`config.mk`:
```
export PLATFORM = sky130hd
export DESIGN_NAME = tiny16_uart_tx
export DESIGN_NICKNAME = d
export VERILOG_FILES = /design/src/rtl/tiny16_uart_tx.sv
export SDC_FILE = /design/constraint.sdc
export NUM_CORES = 1
export LEC_CHECK = 0
export BUFFER_PORTS_ARGS = -buffer_cell sky130_fd_sc_hd__buf_2
export CELL_PAD_IN_SITES_DETAIL_PLACEMENT = 1
export CELL_PAD_IN_SITES_GLOBAL_PLACEMENT = 1
export CORE_ASPECT_RATIO = 1.2
export CORE_UTILIZATION = 40
export CTS_CLUSTER_SIZE = 25
export DETAILED_ROUTE_END_ITERATION = 10
export PLACE_DENSITY = 0.68
export SLEW_MARGIN = 5
export SYNTH_ARGS = -nofsm -noshare
export SYNTH_HDL_FRONTEND = slang
export SYNTH_SLANG_ARGS = --single-unit
```
`constraint.sdc`:
```
create_clock -name CLK -period 5.8 [get_ports CLK]
set_input_delay 0.87 -clock CLK [delete_from_list [all_inputs] [get_ports CLK]]
set_output_delay 0.87 -clock CLK [all_outputs]
set_load 0.05 [all_outputs]
```
`src/rtl/tiny16_uart_tx.sv`:
```
// tiny16 UART transmitter: byte FIFO fed by the CPU OUT port, drained as 8N1 frames LSB first.
// TX comes straight from a register so the line never glitches.
`timescale 1ns / 1ps

module tiny16_uart_tx #(
    parameter int unsigned CLKS_PER_BIT = 139,
    parameter int unsigned FIFO_DEPTH   = 4
) (
    input  logic                          CLK,
    input  logic                          RST,
    input  logic [7:0]                    OUT_DATA,
    input  logic                          OUT_WE,
    output logic                          OUT_READY,
    output logic                          TX,
    output logic                          BUSY,
    output logic [$clog2(FIFO_DEPTH):0]   FIFO_COUNT,
    output logic                          OVERRUN
);

    localparam int unsigned AW = $clog2(FIFO_DEPTH);
    localparam int unsigned CW = (CLKS_PER_BIT > 1) ? $clog2(CLKS_PER_BIT) : 1;
    localparam logic [CW-1:0] CntMax = CW'(CLKS_PER_BIT - 1);
    localparam logic [AW:0]   Depth  = (AW + 1)'(FIFO_DEPTH);

    typedef enum logic [1:0] {StIdle, StStart, StData, StStop} state_e;

    logic [7:0]    mem_q [FIFO_DEPTH];
    logic [AW:0]   wr_ptr_q, wr_ptr_d, rd_ptr_q, rd_ptr_d;
    logic [AW:0]   count;
    logic          full, empty, push, pop;

    state_e        state_q, state_d;
    logic [CW-1:0] cnt_q, cnt_d;
    logic [2:0]    idx_q, idx_d;
    logic [7:0]    shift_q, shift_d;
    logic          tx_q, tx_d;
    logic          ovr_q, ovr_d;
    logic          bit_end;

    // Pointers carry one extra wrap bit so full and empty differ.
    assign count   = wr_ptr_q - rd_ptr_q;
    assign full    = (count == Depth);
    assign empty   = (count == '0);
    assign push    = OUT_WE & ~full;
    assign bit_end = (cnt_q == CntMax);

    always_ff @(posedge CLK) begin
        if (push) begin
            mem_q[wr_ptr_q[AW-1:0]] <= OUT_DATA;
        end
    end

    always_comb begin
        state_d = state_q;
        cnt_d   = cnt_q;
        idx_d   = idx_q;
        shift_d = shift_q;
        pop     = 1'b0;

        case (state_q)
            StIdle: begin
                if (!empty) begin
                    pop     = 1'b1;
                    shift_d = mem_q[rd_ptr_q[AW-1:0]];
                    cnt_d   = '0;
                    state_d = StStart;
                end
            end
            StStart: begin
                if (bit_end) begin
                    cnt_d   = '0;
                    idx_d   = '0;
                    state_d = StData;
                end else begin
                    cnt_d = cnt_q + 1'b1;
                end
            end
            StData: begin
                if (bit_end) begin
                    cnt_d   = '0;
                    shift_d = {1'b0, shift_q[7:1]};
                    idx_d   = idx_q + 3'd1;
                    if (idx_q == 3'd7) begin
                        state_d = StStop;
                    end
                end else begin
                    cnt_d = cnt_q + 1'b1;
                end
            end
            StStop: begin
                if (bit_end) begin
                    cnt_d = '0;
                    // Chain straight into the next start bit when more data is queued.
                    if (!empty) begin
                        pop     = 1'b1;
                        shift_d = mem_q[rd_ptr_q[AW-1:0]];
                        state_d = StStart;
                    end else begin
                        state_d = StIdle;
                    end
                end else begin
                    cnt_d = cnt_q + 1'b1;
                end
            end
            default: state_d = StIdle;
        endcase

        case (state_d)
            StStart: tx_d = 1'b0;
            StData:  tx_d = shift_d[0];
            default: tx_d = 1'b1;
        endcase

        wr_ptr_d = wr_ptr_q + {{AW{1'b0}}, push};
        rd_ptr_d = rd_ptr_q + {{AW{1'b0}}, pop};
        ovr_d    = ovr_q | (OUT_WE & full);
    end

    always_ff @(posedge CLK or negedge RST) begin
        if (!RST) begin
            state_q  <= StIdle;
            cnt_q    <= '0;
            idx_q    <= '0;
            shift_q  <= '0;
            tx_q     <= 1'b1;
            ovr_q    <= 1'b0;
            wr_ptr_q <= '0;
            rd_ptr_q <= '0;
        end else begin
            state_q  <= state_d;
            cnt_q    <= cnt_d;
            idx_q    <= idx_d;
            shift_q  <= shift_d;
            tx_q     <= tx_d;
            ovr_q    <= ovr_d;
            wr_ptr_q <= wr_ptr_d;
            rd_ptr_q <= rd_ptr_d;
        end
    end

    assign OUT_READY  = ~full;
    assign TX         = tx_q;
    assign BUSY       = (state_q != StIdle) || !empty;
    assign FIFO_COUNT = count;
    assign OVERRUN    = ovr_q;

endmodule

```
==> results.sh <==
export IMPL_r2r_slack_ns=2.82
export IMPL_reg2reg_to="TX"
export IMPL_clock_sinks=61
export IMPL_first_pass_iters=4
export IMPL_reg2reg_depth=9
export IMPL_min_from="OVERRUN"
export IMPL_path_clk_slew_ns=0.07
export IMPL_clk_insertion_delay_late_ns=0.35
export IMPL_track_usage_pct=17.4
export IMPL_wl_mm=5.87
export IMPL_p_comb_share_pct=41.9
export IMPL_ir_drop_uv=255
export IMPL_powerDensity_mw_per_mm2=584
export IMPL_syn_area_per_cell_um2=13.5
export IMPL_critPathLaunchType="flip-flop"
export IMPL_drt_iter0_drc=56
export IMPL_vias_per_cell=5.43
export IMPL_drc=0
export IMPL_post_dp_hpwl_mm=4.02
export IMPL_hold_end="OVERRUN"
export IMPL_cts_root_buf="clkbuf_8"
export IMPL_die_h_um=95.8
export IMPL_area_growth_pct=14.8
export IMPL_place_inst=320
export IMPL_ys_seq_area_share_pct=57.6
export IMPL_timing_final_crit_share_pct=67.1
export IMPL_nets=270
export IMPL_synth_ff_type="edfxtp_1"
export IMPL_finalHoldViolCount=0
export IMPL_path_cells="ha_1 -> fa_1 -> xnor3_2 -> nand3_2 -> nor2_1 -> inv_1 -> buf_2"
export IMPL_skew_ns=0.0110
export IMPL_seqPwrFrac_pct=34.2
export IMPL_yosysWarnings=0
export IMPL_crit_arrival_ns=3.02
export IMPL_maxCapViolations=0
export IMPL_period_needed_ns=3.89
export IMPL_syn_cell_area_mm2=0.00293
export IMPL_h_tree_depth=3
export IMPL_tightestPinTransition_ns=0.690
export IMPL_antenna_cells=0
export IMPL_io_buffers=17
export IMPL_die_w_um=80.2
export IMPL_max_slew_margin_pct=54.0
export IMPL_ant_nets=0
export IMPL_vias=1825
export IMPL_start_util_pct=42.0
export IMPL_yosys_area_top_type="edfxtp_1"
export IMPL_hold_buffers=0
export IMPL_grt_setup_unrepaired="no"
export IMPL_clkPwrFrac_pct=24.0
export IMPL_grt_pass1_vias=1971
export IMPL_whs_ns=0.462
export IMPL_synth_top_area_share_pct=32.8
export IMPL_leakagePower_nw=1.41
export IMPL_hp_class="flip-flop to flip-flop"
export IMPL_routabilityCongestion=0.794
export IMPL_slowest_stage="dfrtp_1"
export IMPL_max_freq_mhz=257
export IMPL_num_fill_cells=725
export IMPL_ctsLongestPathBuffers=2
export IMPL_yosys_top_cells_area="edfxtp_1, dfrtp_1, mux4_2, ha_1, a22o_1"
export IMPL_post_cts_resized=0
export IMPL_sw_frac_of_total_pct=40.7
export IMPL_cpPeakStageDelay_ns=0.59
export IMPL_cts_tree="done"
export IMPL_io_pins=18
export IMPL_slew_violations=0
export IMPL_grt_max_degree=30
export IMPL_core_mm2=0.00698
export IMPL_cts_buffers=9
export IMPL_hold_depth=1
export IMPL_postSynthCellCount=217
export IMPL_rows=33
export IMPL_tns_ns=0
export IMPL_fin_util_pct=48.2
export IMPL_required_ns=4.93
export IMPL_stdcell_count=336
export IMPL_r2r_start="rd_ptr_q[0]"
export IMPL_die_area_mm2=0.00768
export IMPL_grt_pass1_wl_mm=9.72
export IMPL_critPathKind="flip-flop to output port"
export IMPL_post_cts_buffers=0
export IMPL_wire_per_inst_um=17.5
export IMPL_status="finished clean"
export IMPL_antenna_found_initial=0
export IMPL_intPower_mw=1.16
export IMPL_switchingPower_mw=0.798
export IMPL_syn_nets=243
export IMPL_synth_cell_types=47
export IMPL_path_max_fanout=13
export IMPL_drive_above_1_share_pct=24.5
export IMPL_synth_ff_latch_count=61
export IMPL_synth_edff_count=32
export IMPL_cp_end_kind="output port"
export IMPL_grt_overflow=0
export IMPL_setup_viol=0
export IMPL_async_flop_share_pct=47.5
-- synth_stat cells, types with 2 or more instances --
library cell and count:
edfxtp_1 32, dfrtp_1 28, o21ai_0 20, nand2_1 18
ha_1 14, inv_1 14, a22o_1 13, nor2_1 9
mux4_2 8, nor3_1 7, mux2i_1 6, and3_1 4
nand3_1 3, a21oi_2 2, buf_6 2, mux2_2 2
nand2b_1 2, nand4_1 2, o22ai_1 2, xor2_1 2
-- area by class of cell --
class,instances,area (µm²),share of cell area [%]
clock buffers,9,124,3.68
flip-flops and latches,61,1690,50.2
multi-input cells,137,1150,34.3
well taps,87,109,3.24
clock inverters,7,123,3.64
repair buffers,21,115,3.42
inverters,14,52.6,1.56
-- metal layers --
metal / track usage [%] / up-vias / routed length (µm)
met5: 0 / - / 0
met1: 20.9 / 924 / 2660
li1: - / 877 / -
met3: 4.27 / 9 / 152
met2: 30.0 / 15 / 2970
met4: 7.14 / 0 / 82
-- kinds of logic after synthesis --
| family | after synthesis | share of synthesized area, % |
|---|---|---|
| adders and majority gates | 15 | 6.66 |
| xor gates and xnor gates | 3 | 1.41 |
| buffers and inverters | 19 | 3.07 |
| muxes | 16 | 8.96 |
| DFF | 61 | 57.6 |
| AOI/OAI and AO/OA | 49 | 12.1 |
| and+or+nand+nor | 54 | 10.2 |
-- cell usage in the layout, fill, tap and decap left out, types with 3 or more instances in the layout --
master,count
edfxtp_1,32
dfrtp_1,28
o21ai_0,20
nand2_1,18
buf_2,17
inv_1,14
ha_1,14
a22o_1,13
nor2_1,9
clkbuf_8,9
mux4_2,8
nor3_1,7
mux2i_1,6
and3_1,4
buf_4,4
nand3_1,3
bufinv_16,3
-- how the worst max path moves through the flow --
stage / to / depth (start not counted) / slack [ns] / from
2_1_floorplan: mem_q[0][0] / 8 / 2.64 / wr_ptr_q[0]
3_3_place_gp: BUSY / 7 / 2.35 / rd_ptr_q[0]
3_5_place_dp: BUSY / 7 / 2.23 / rd_ptr_q[0]
4_1_cts: BUSY / 7 / 1.85 / rd_ptr_q[0]
5_1_grt: BUSY / 7 / 1.63 / rd_ptr_q[0]
6_report: BUSY / 7 / 1.91 / rd_ptr_q[0]
-- stage by stage --
| stage | power [mW] | setup slack (ns) | area [µm²] |
|---|---|---|---|
| after detailed placement | 1.51 | 2.23 | 3120 |
| after global placement | 1.49 | 2.35 | 3120 |
| after global routing | 2.09 | 1.63 | 3360 |
| final | 1.96 | 1.91 | 3360 |
| after floorplan | 1.31 | 2.64 | 2930 |
| after CTS | 1.99 | 1.85 | 3360 |
-- critical path: cells and delay by family (launching register included) --
family | cells | cell delay [ns]
adders and majority gates | 2 | 0.69
DFF | 1 | 0.59
and+or+nand+nor | 2 | 0.71
xor gates and xnor gates | 1 | 0.26
buffers and inverters | 2 | 0.41
-- sequential cells by signal, indices dropped and copies added (netlist names) --
register and flops:
mem_q 32, shift_q 8, state_q 2, rd_ptr_q 3, idx_q 3, OVERRUN 1, wr_ptr_q 3, cnt_q 8
TX 1
-- power groups by stage --
stage                     Sequential [mW]  Combinational, mW  Clock (mW)
after global placement              0.676              0.813           0
after global routing                0.686              0.907       0.499
after floorplan                     0.659              0.652           0
after CTS                           0.674              0.836       0.481
final                               0.671              0.822       0.471
after detailed placement            0.682              0.832           0
Note: power is estimated with default switching activity, not from simulation.
